`config.mk`:
```
export PLATFORM = sky130hd
export DESIGN_NAME = pixel_mem_arbiter
export DESIGN_NICKNAME = d
export VERILOG_FILES = /design/src/rtl/pixel_mem_pkg.sv /design/src/rtl/pixel_rd_return.sv /design/src/rtl/pixel_mem_arbiter.sv
export SDC_FILE = /design/constraint.sdc
export NUM_CORES = 1
export LEC_CHECK = 0
export ABC_AREA = 1
export ABC_CLOCK_PERIOD_IN_PS = 2800
export CORE_ASPECT_RATIO = 0.9
export CORE_MARGIN = 1.5
export CORE_UTILIZATION = 42
export CTS_BUF_LIST = sky130_fd_sc_hd__clkbuf_8
export DETAILED_ROUTE_END_ITERATION = 8
export PLACE_DENSITY_LB_ADDON = 0.15
export RECOVER_POWER = 100
export SLEW_MARGIN = 40
export SYNTH_ARGS = -nofsm -noshare
export SYNTH_HDL_FRONTEND = slang
export SYNTH_SLANG_ARGS = --single-unit
```
`constraint.sdc`:
```
create_clock -name clk -period 2.8 [get_ports clk]
set_input_delay 0.56 -clock clk [delete_from_list [all_inputs] [get_ports clk]]
set_output_delay 0.56 -clock clk [all_outputs]
set_load 0.05 [all_outputs]
```
`src/rtl/pixel_mem_pkg.sv`:
```
// ============================================================================
// Module      : pixel_mem_pkg
// Description : Shared types and defaults for the pixel memory arbiter.
//               Holds the arbiter state enum, the default address and data
//               widths, the RGB565 pixel type and a saturating helper.
// Revision    : 1.0  initial release
// ============================================================================
`default_nettype none

package pixel_mem_pkg;

  localparam int ADDR_W_DEF = 17;
  localparam int DATA_W_DEF = 16;
  localparam int STAT_W     = 16;

  // Arbiter states: read priority (reset state) and one forced write slot
  typedef enum logic [0:0] {
    RD_PRIO  = 1'b0,
    WR_FORCE = 1'b1
  } arb_state_e;

  // RGB565 pixel as stored in the frame memory
  typedef struct packed {
    logic [4:0] r;
    logic [5:0] g;
    logic [4:0] b;
  } rgb565_t;

  // Increment that sticks at all-ones instead of wrapping
  function automatic logic [STAT_W-1:0] sat_inc(input logic [STAT_W-1:0] v);
    return (v == {STAT_W{1'b1}}) ? v : v + {{(STAT_W-1){1'b0}}, 1'b1};
  endfunction

endpackage

`default_nettype wire

```
`src/rtl/pixel_rd_return.sv`:
```
// ============================================================================
// Module      : pixel_rd_return
// Description : Read return path. A RD_LAT-deep valid shift register tracks
//               granted reads; when a token leaves the pipe the memory read
//               data is captured, so returns stay in grant order.
// Revision    : 1.0  initial release
// ============================================================================
`default_nettype none

module pixel_rd_return #(
  parameter int DATA_W = 16,
  parameter int RD_LAT = 2
) (
  input  logic              clk,
  input  logic              reset,
  input  logic              issue,
  input  logic [DATA_W-1:0] mem_rdata,
  output logic              rd_valid,
  output logic [DATA_W-1:0] rd_data
);

  logic [RD_LAT-1:0] vld_pipe_q, vld_pipe_d;
  logic              rd_valid_q, rd_valid_d;
  logic [DATA_W-1:0] rd_data_q,  rd_data_d;

  // Shift a token in for every read grant; depth 1 needs no concatenation
  generate
    if (RD_LAT == 1) begin : g_lat_one
      always_comb vld_pipe_d = issue;
    end else begin : g_lat_multi
      always_comb vld_pipe_d = {vld_pipe_q[RD_LAT-2:0], issue};
    end
  endgenerate

  // Capture memory data in the cycle the oldest token reaches the pipe end
  always_comb begin
    rd_valid_d = vld_pipe_q[RD_LAT-1];
    rd_data_d  = vld_pipe_q[RD_LAT-1] ? mem_rdata : rd_data_q;
  end

  // Pipeline and capture registers; reset discards returns in flight
  always_ff @(posedge clk or posedge reset) begin
    if (reset) begin
      vld_pipe_q <= '0;
      rd_valid_q <= 1'b0;
      rd_data_q  <= '0;
    end else begin
      vld_pipe_q <= vld_pipe_d;
      rd_valid_q <= rd_valid_d;
      rd_data_q  <= rd_data_d;
    end
  end

  assign rd_valid = rd_valid_q;
  assign rd_data  = rd_data_q;

endmodule

`default_nettype wire

```
`src/rtl/pixel_mem_arbiter.sv`:
```
// ============================================================================
// Module      : pixel_mem_arbiter
// Description : Single-port RGB565 pixel memory arbiter. Display reads have
//               priority; a starvation counter forces one camera write slot
//               after WR_MAX_WAIT consecutive lost cycles. Commands are
//               registered; reads return in order after RD_LAT+1 cycles.
//               Optional macro ARB_STATS_EN adds saturating stall counters.
// Revision    : 1.0  initial release
// ============================================================================
`default_nettype none

module pixel_mem_arbiter
  import pixel_mem_pkg::*;
#(
  parameter int ADDR_W      = ADDR_W_DEF,
  parameter int DATA_W      = DATA_W_DEF,
  parameter int RD_LAT      = 2,
  parameter int WR_MAX_WAIT = 8
) (
  input  logic              clk,
  input  logic              reset,
  input  logic              rd_req,
  input  logic [ADDR_W-1:0] rd_addr,
  output logic              rd_gnt,
  output logic [DATA_W-1:0] rd_data,
  output logic              rd_valid,
  input  logic              wr_req,
  input  logic [ADDR_W-1:0] wr_addr,
  input  logic [DATA_W-1:0] wr_data,
  output logic              wr_gnt,
  output logic              mem_en,
  output logic              mem_we,
  output logic [ADDR_W-1:0] mem_addr,
  output logic [DATA_W-1:0] mem_wdata,
  input  logic [DATA_W-1:0] mem_rdata
`ifdef ARB_STATS_EN
  ,
  output logic [STAT_W-1:0] rd_stall_cnt,
  output logic [STAT_W-1:0] wr_stall_cnt
`endif
);

  localparam logic [7:0] MAX_WAIT = WR_MAX_WAIT[7:0];

  arb_state_e        state_q, state_d;
  logic [7:0]        wait_cnt_q, wait_cnt_d;
  logic              mem_en_q, mem_en_d;
  logic              mem_we_q, mem_we_d;
  logic [ADDR_W-1:0] mem_addr_q, mem_addr_d;
  logic [DATA_W-1:0] mem_wdata_q, mem_wdata_d;

  // State register
  always_ff @(posedge clk or posedge reset) begin
    if (reset) state_q <= RD_PRIO;
    else       state_q <= state_d;
  end

  // Grant decode: reads win normally, the forced slot belongs to the write
  always_comb begin
    rd_gnt = 1'b0;
    wr_gnt = 1'b0;
    case (state_q)
      RD_PRIO: begin
        rd_gnt = rd_req;
        wr_gnt = wr_req & ~rd_req;
      end
      WR_FORCE: wr_gnt = wr_req;
      default: ;
    endcase
  end

  // Starvation counter: counts consecutive cycles a pending write loses
  always_comb begin
    if ((state_q == WR_FORCE) || wr_gnt || !wr_req) wait_cnt_d = '0;
    else                                            wait_cnt_d = wait_cnt_q + 8'd1;
  end

  // Next state: enter the forced slot as soon as the loss count hits the limit
  always_comb begin
    state_d = RD_PRIO;
    case (state_q)
      RD_PRIO:  if (wait_cnt_d == MAX_WAIT) state_d = WR_FORCE;
      WR_FORCE: state_d = RD_PRIO;
      default:  state_d = RD_PRIO;
    endcase
  end

  // Command register contents taken from the winner; idle cycles drop mem_en
  always_comb begin
    mem_en_d    = rd_gnt | wr_gnt;
    mem_we_d    = wr_gnt;
    mem_addr_d  = mem_addr_q;
    mem_wdata_d = mem_wdata_q;
    if (wr_gnt) begin
      mem_addr_d  = wr_addr;
      mem_wdata_d = wr_data;
    end else if (rd_gnt) begin
      mem_addr_d  = rd_addr;
    end
  end

  // Starvation counter and memory command registers
  always_ff @(posedge clk or posedge reset) begin
    if (reset) begin
      wait_cnt_q  <= '0;
      mem_en_q    <= 1'b0;
      mem_we_q    <= 1'b0;
      mem_addr_q  <= '0;
      mem_wdata_q <= '0;
    end else begin
      wait_cnt_q  <= wait_cnt_d;
      mem_en_q    <= mem_en_d;
      mem_we_q    <= mem_we_d;
      mem_addr_q  <= mem_addr_d;
      mem_wdata_q <= mem_wdata_d;
    end
  end

  assign mem_en    = mem_en_q;
  assign mem_we    = mem_we_q;
  assign mem_addr  = mem_addr_q;
  assign mem_wdata = mem_wdata_q;

  pixel_rd_return #(
    .DATA_W (DATA_W),
    .RD_LAT (RD_LAT)
  ) u_rd_return (
    .clk       (clk),
    .reset     (reset),
    .issue     (rd_gnt),
    .mem_rdata (mem_rdata),
    .rd_valid  (rd_valid),
    .rd_data   (rd_data)
  );

`ifdef ARB_STATS_EN
  logic [STAT_W-1:0] rd_stall_q, rd_stall_d;
  logic [STAT_W-1:0] wr_stall_q, wr_stall_d;

  // Stall statistics: requested but not granted, saturating at all-ones
  always_comb begin
    rd_stall_d = (rd_req && !rd_gnt) ? sat_inc(rd_stall_q) : rd_stall_q;
    wr_stall_d = (wr_req && !wr_gnt) ? sat_inc(wr_stall_q) : wr_stall_q;
  end

  // Stall counter registers
  always_ff @(posedge clk or posedge reset) begin
    if (reset) begin
      rd_stall_q <= '0;
      wr_stall_q <= '0;
    end else begin
      rd_stall_q <= rd_stall_d;
      wr_stall_q <= wr_stall_d;
    end
  end

  assign rd_stall_cnt = rd_stall_q;
  assign wr_stall_cnt = wr_stall_q;
`endif

endmodule

`default_nettype wire

```
Word-level counts from Yosys, hierarchy flattened:

Cells that the tools add are included.

* register bits after elaboration: 63
* input port bits: 70
* output and inout port bits: 54

* add/sub/neg operators: 1
* mux-type cells: 7
* reductions and logical operators: 4
* equality and inequality tests: 1
* bitwise gates (word level): 4

Operator list (number)
* two-way mux 17 bit: 2
* adder 8 x 1 -> 8 bit (second input constant): 1
* == test 8 x 4 -> 1 bit (second input constant): 1
* two-way mux 8 bit: 1
* one-hot mux 1 bit (2 select lines): 2
* logical OR 1 bit: 2
* two-way mux 1 bit: 2
* inverter 1 bit: 2
* nonzero test 2 bit: 1
* AND 1 bit: 1
* zero test 1 bit: 1
* OR 1 bit: 1

Longest topological paths before layout:

* depth after elaboration: 9
* gate-level depth with buffers: 9
* mapped depth without buffers: 9

Cells and area by module:

A second synthesis with hierarchy kept.

* cells, all modules: 291
* area, all modules: 2593.7 um^2

Modules (own cells, without submodules)
* pixel_mem_arbiter: cells each 219, area each 1870.5 um^2, instances 1
* pixel_rd_return: cells each 72, area each 723.2 um^2, instances 1

Worst setup path before layout:

OpenSTA, ideal clock, no wires.

* path type: input to output
* from: in rd_req
* to: out wr_gnt
* path slack: 1162 ps
* data required time: 2240 ps
* stages: 4
* data arrival time: 1078 ps
* buffers on the path: 1
* path through: nand2_4 nand2_2 inv_2 buf_4

* longest elaborated chain between the ends: 3

RTL lines
* start, declared: line pixel_mem_arbiter.sv:22 `input logic rd_req,`
* inverter 1 bit: line pixel_mem_arbiter.sv:65 `wr_gnt = wr_req & ~rd_req;`
* AND 1 bit: line pixel_mem_arbiter.sv:65
* one-hot mux 1 bit (2 select lines): line pixel_mem_arbiter.sv:62 `case (state_q)`
* end, declared: line pixel_mem_arbiter.sv:30 `output logic wr_gnt,`

Every way passes these cells.

Worst setup path in the final report:

* from: in wr_req
* to: out wr_gnt

* longest elaborated chain between the ends: 2

RTL lines
* start, declared: line pixel_mem_arbiter.sv:27 `input logic wr_req,`
* AND 1 bit: line pixel_mem_arbiter.sv:65
* one-hot mux 1 bit (2 select lines) *: line pixel_mem_arbiter.sv:62

Every way passes the cells marked *; elsewhere a longest branch is shown, timed or not.

==> out/metrics.yaml <==
die:
  die_w_um: 84.79
  start_util_pct: 43.92
  die_h_um: 76.61
  dieArea_um2: 6496
  num_rows: 26
  coreArea_um2: 5758
  ios: 124
clock_tree:
  cts-resized-gates: 0
  clk_pin_slew_ns: 0.06
  postCtsSetupRepairBufs: 0
  clockBufferDepth: 2
  cts_buffers: 9
  cts-root-buf: "clkbuf_8"
  h-tree-depth: 3
  cts_sinks: 63
  tritoncts: "done"
  insertion_delay_ns: 0.33
  hold_buffers: 0
timing:
  min_period_ns: 2.404
  finalSetupTns_ns: 0
  slew_headroom_pct: -1.420
  fin_crit_sh_pct: 85.85
  final_max_slew_viol_count: 64
  finalClockSkew_ns: 0.007729
  clock.fmax_mhz: 416.0
  rsz0062_at_grt: "false"
  finalSetupViolCount: 0
  worst_pin_slew_ns: 1.521
  hold_viol: 0
yosys:
  synth_xor_area_share_pct: 0
  syn_area_um2: 2529
  synth-seq-cells: 63
  synthAdderAreaFrac_pct: 0.4948
  synth_compound_area_share_pct: 1.385
  synth.net_count: 327
  yosys-mux-area-fraction_pct: 7.125
  yosysTopAreaCell: "dfrtp_1"
  synthTopCellsByArea: "dfrtp_1, nand2_1, mux2_2"
  synthSimpleGateAreaFrac_pct: 24.69
  ys_types: 22
  yosysWarningCount: 0
  avgSynthCellArea_um2: 9.878
  synth_top_family_by_area: "simple AND/OR/NAND/NOR gates"
  yosysSeqAreaShare_pct: 62.35
  netlist.area_leader.share_pct: 62.35
  synth_cells: 256
routing:
  via_count: 2160
  drc_errors: 7
  ant_nets: 0
  finalWirelength_um: 6004
  wire_per_inst_um: 13.05
  dr.pass1.iters: 6
  vias_per_cell: 4.696
  drt-initial-drc-count: 76
setup_path:
  crit_type: "in2out"
  critPathMaxFanout: 3
  crit_path_end_kind: "primary output"
  startpoint_type: "input pin"
  required_ns: 2.24
  crit_arrival_ns: 1.84
power_and_ir_drop:
  p_comb_share_pct: 25.9
  sw_frac_of_total_pct: 31.37
  power.internal_w: 0.001716
  clkPwrFrac_pct: 32.7
  p_leak_nw: 1.916
  seqPwrFrac_pct: 41.4
  p_per_area_nw_per_um2: 622.1
  power.net_switching_w: 0.0007842
  vdd_drop_max_uv: 419.0
final_layout:
  layout.nets: 456
  drive_gt1_share_pct: 10.51
  fin_cells: 460
  area_growth_pct: 58.93
  diodes: 0
  n_fill_cell: 456
global_route:
  grt_use_total_pct: 20.37
  grt_start_max_net_pins: 64
  antenna_found_initial: 0
  gr-total-overflow: 0
  grt_pass1_vias: 2186
  grt_first_pass_wirelength_um: 10270
run_status:
  violations: "DRC, capacitance limit, slew limit"
  run_status: "finished with violations"
hold_path:
  hold_path_class: "reg2reg"
place:
  gp_congestion: 0.7840
  post-dp-hpwl_um: 4332
  port_buffers: 123
  placed_cells: 444
run:
  drv_cap: 1
## worst max-delay path, stage by stage
cell	delay (ns)
dlygate4sd3_1	0.59
nand2_1	0.11
inv_1	0.08
clkbuf_1	0.50
## routing by layer
layer  track usage [%]  part of all wire (%)
met1             25.53                    42
met2             31.76                    48
met3             9.101                   9.2
met4             6.230                  0.65
met5                 0                     0
## cells by family (layout without fill, tap and decap cells)
kind of cell | Yosys count | count (layout)
and+or+nand+nor | 148 | 148
DFF | 63 | 63
buffers and inverters | 22 | 156
muxes | 16 | 16
AOI/OAI and AO/OA | 6 | 6
adders and majority gates | 1 | 1
## metrics by stage
stage	total power, W	cell area [um2]	utilization [%]	setup slack (ns)	hold WS [ns]
after floorplan	0.001446	2529	-	0.6703	0.3312
after global placement	0.001737	3855	66.95	0.6081	0.3330
after detailed placement	0.001745	3855	66.95	0.6034	0.3372
after CTS	0.002572	4060	70.51	0.6031	0.3545
after global routing	0.002612	4019	69.80	0.3000	0.3711
final	0.002500	4019	69.80	0.3963	0.3568
## cell usage after synthesis
cell,number
nor2_4,1
or2_1,1
buf_4,3
nand3_1,23
dfrtp_1,63
nand2_4,1
inv_1,9
nor2_1,9
o21ai_0,1
nand2_2,2
a21oi_1,2
ha_1,1
inv_2,5
nand4_1,1
nand3_2,1
nand2_1,106
nor2_2,2
o21ai_1,1
buf_2,5
o21bai_1,2
and2_2,1
mux2_2,16
## final cells by class
| type | count | area [um2] | area share, % |
|---|---|---|---|
| clock buffer | 9 | 123.9 | 3.082 |
| inverter | 14 | 52.55 | 1.308 |
| tap | 70 | 87.58 | 2.179 |
| clock inverter | 7 | 81.33 | 2.024 |
| timing repair buffer | 126 | 1255 | 31.23 |
| multi-input combinational | 171 | 842.1 | 20.95 |
| sequential | 63 | 1577 | 39.23 |
## final timing paths
path                                                 from                        end  slack, ns  cells past startpoint
max in group asynchronous                           reset               mem_addr[15]       0.70                      3
worst min-delay path            u_rd_return.vld_pipe_q[0]  u_rd_return.vld_pipe_q[1]       0.36                      0
worst max-delay path                               wr_req                     wr_gnt       0.40                      4
worst max register to register                    state_q                    state_q       1.16                      8
worst min register to register  u_rd_return.vld_pipe_q[0]  u_rd_return.vld_pipe_q[1]       0.36                      0
min in group asynchronous                           reset     u_rd_return.rd_data[3]       1.19                      3
## power by group through the flow
stage | combinational (W) | sequential [W] | clock (W)
floorplan | 0.000122 | 0.00132 | 0
global placement | 0.000687 | 0.00105 | 0
detailed placement | 0.000692 | 0.00105 | 0
CTS | 0.000693 | 0.00104 | 0.000841
global route | 0.000686 | 0.00105 | 0.000880
finish | 0.000648 | 0.00103 | 0.000818
## registers in the layout, indices dropped and copies added (netlist names)
name and cells:
state_q 1, mem_wdata 16, wait_cnt_q 8, mem_addr 17, mem_we 1, u_rd_return.rd_valid 1
mem_en 1, u_rd_return.rd_data 16, u_rd_return.vld_pipe_q 2
## cells in the final DEF (no fill, tap or decap), types with 9 or more instances in the layout
cell type / netlist / routed
dlygate4sd3_1: 0 / 54
mux2_2: 16 / 16
clkbuf_8: 0 / 9
inv_1: 9 / 13
nand3_1: 23 / 23
dfrtp_1: 63 / 63
nand2_1: 106 / 107
nor2_1: 9 / 10
clkdlybuf4s50_1: 0 / 67
(Power assumes the default switching activity.)
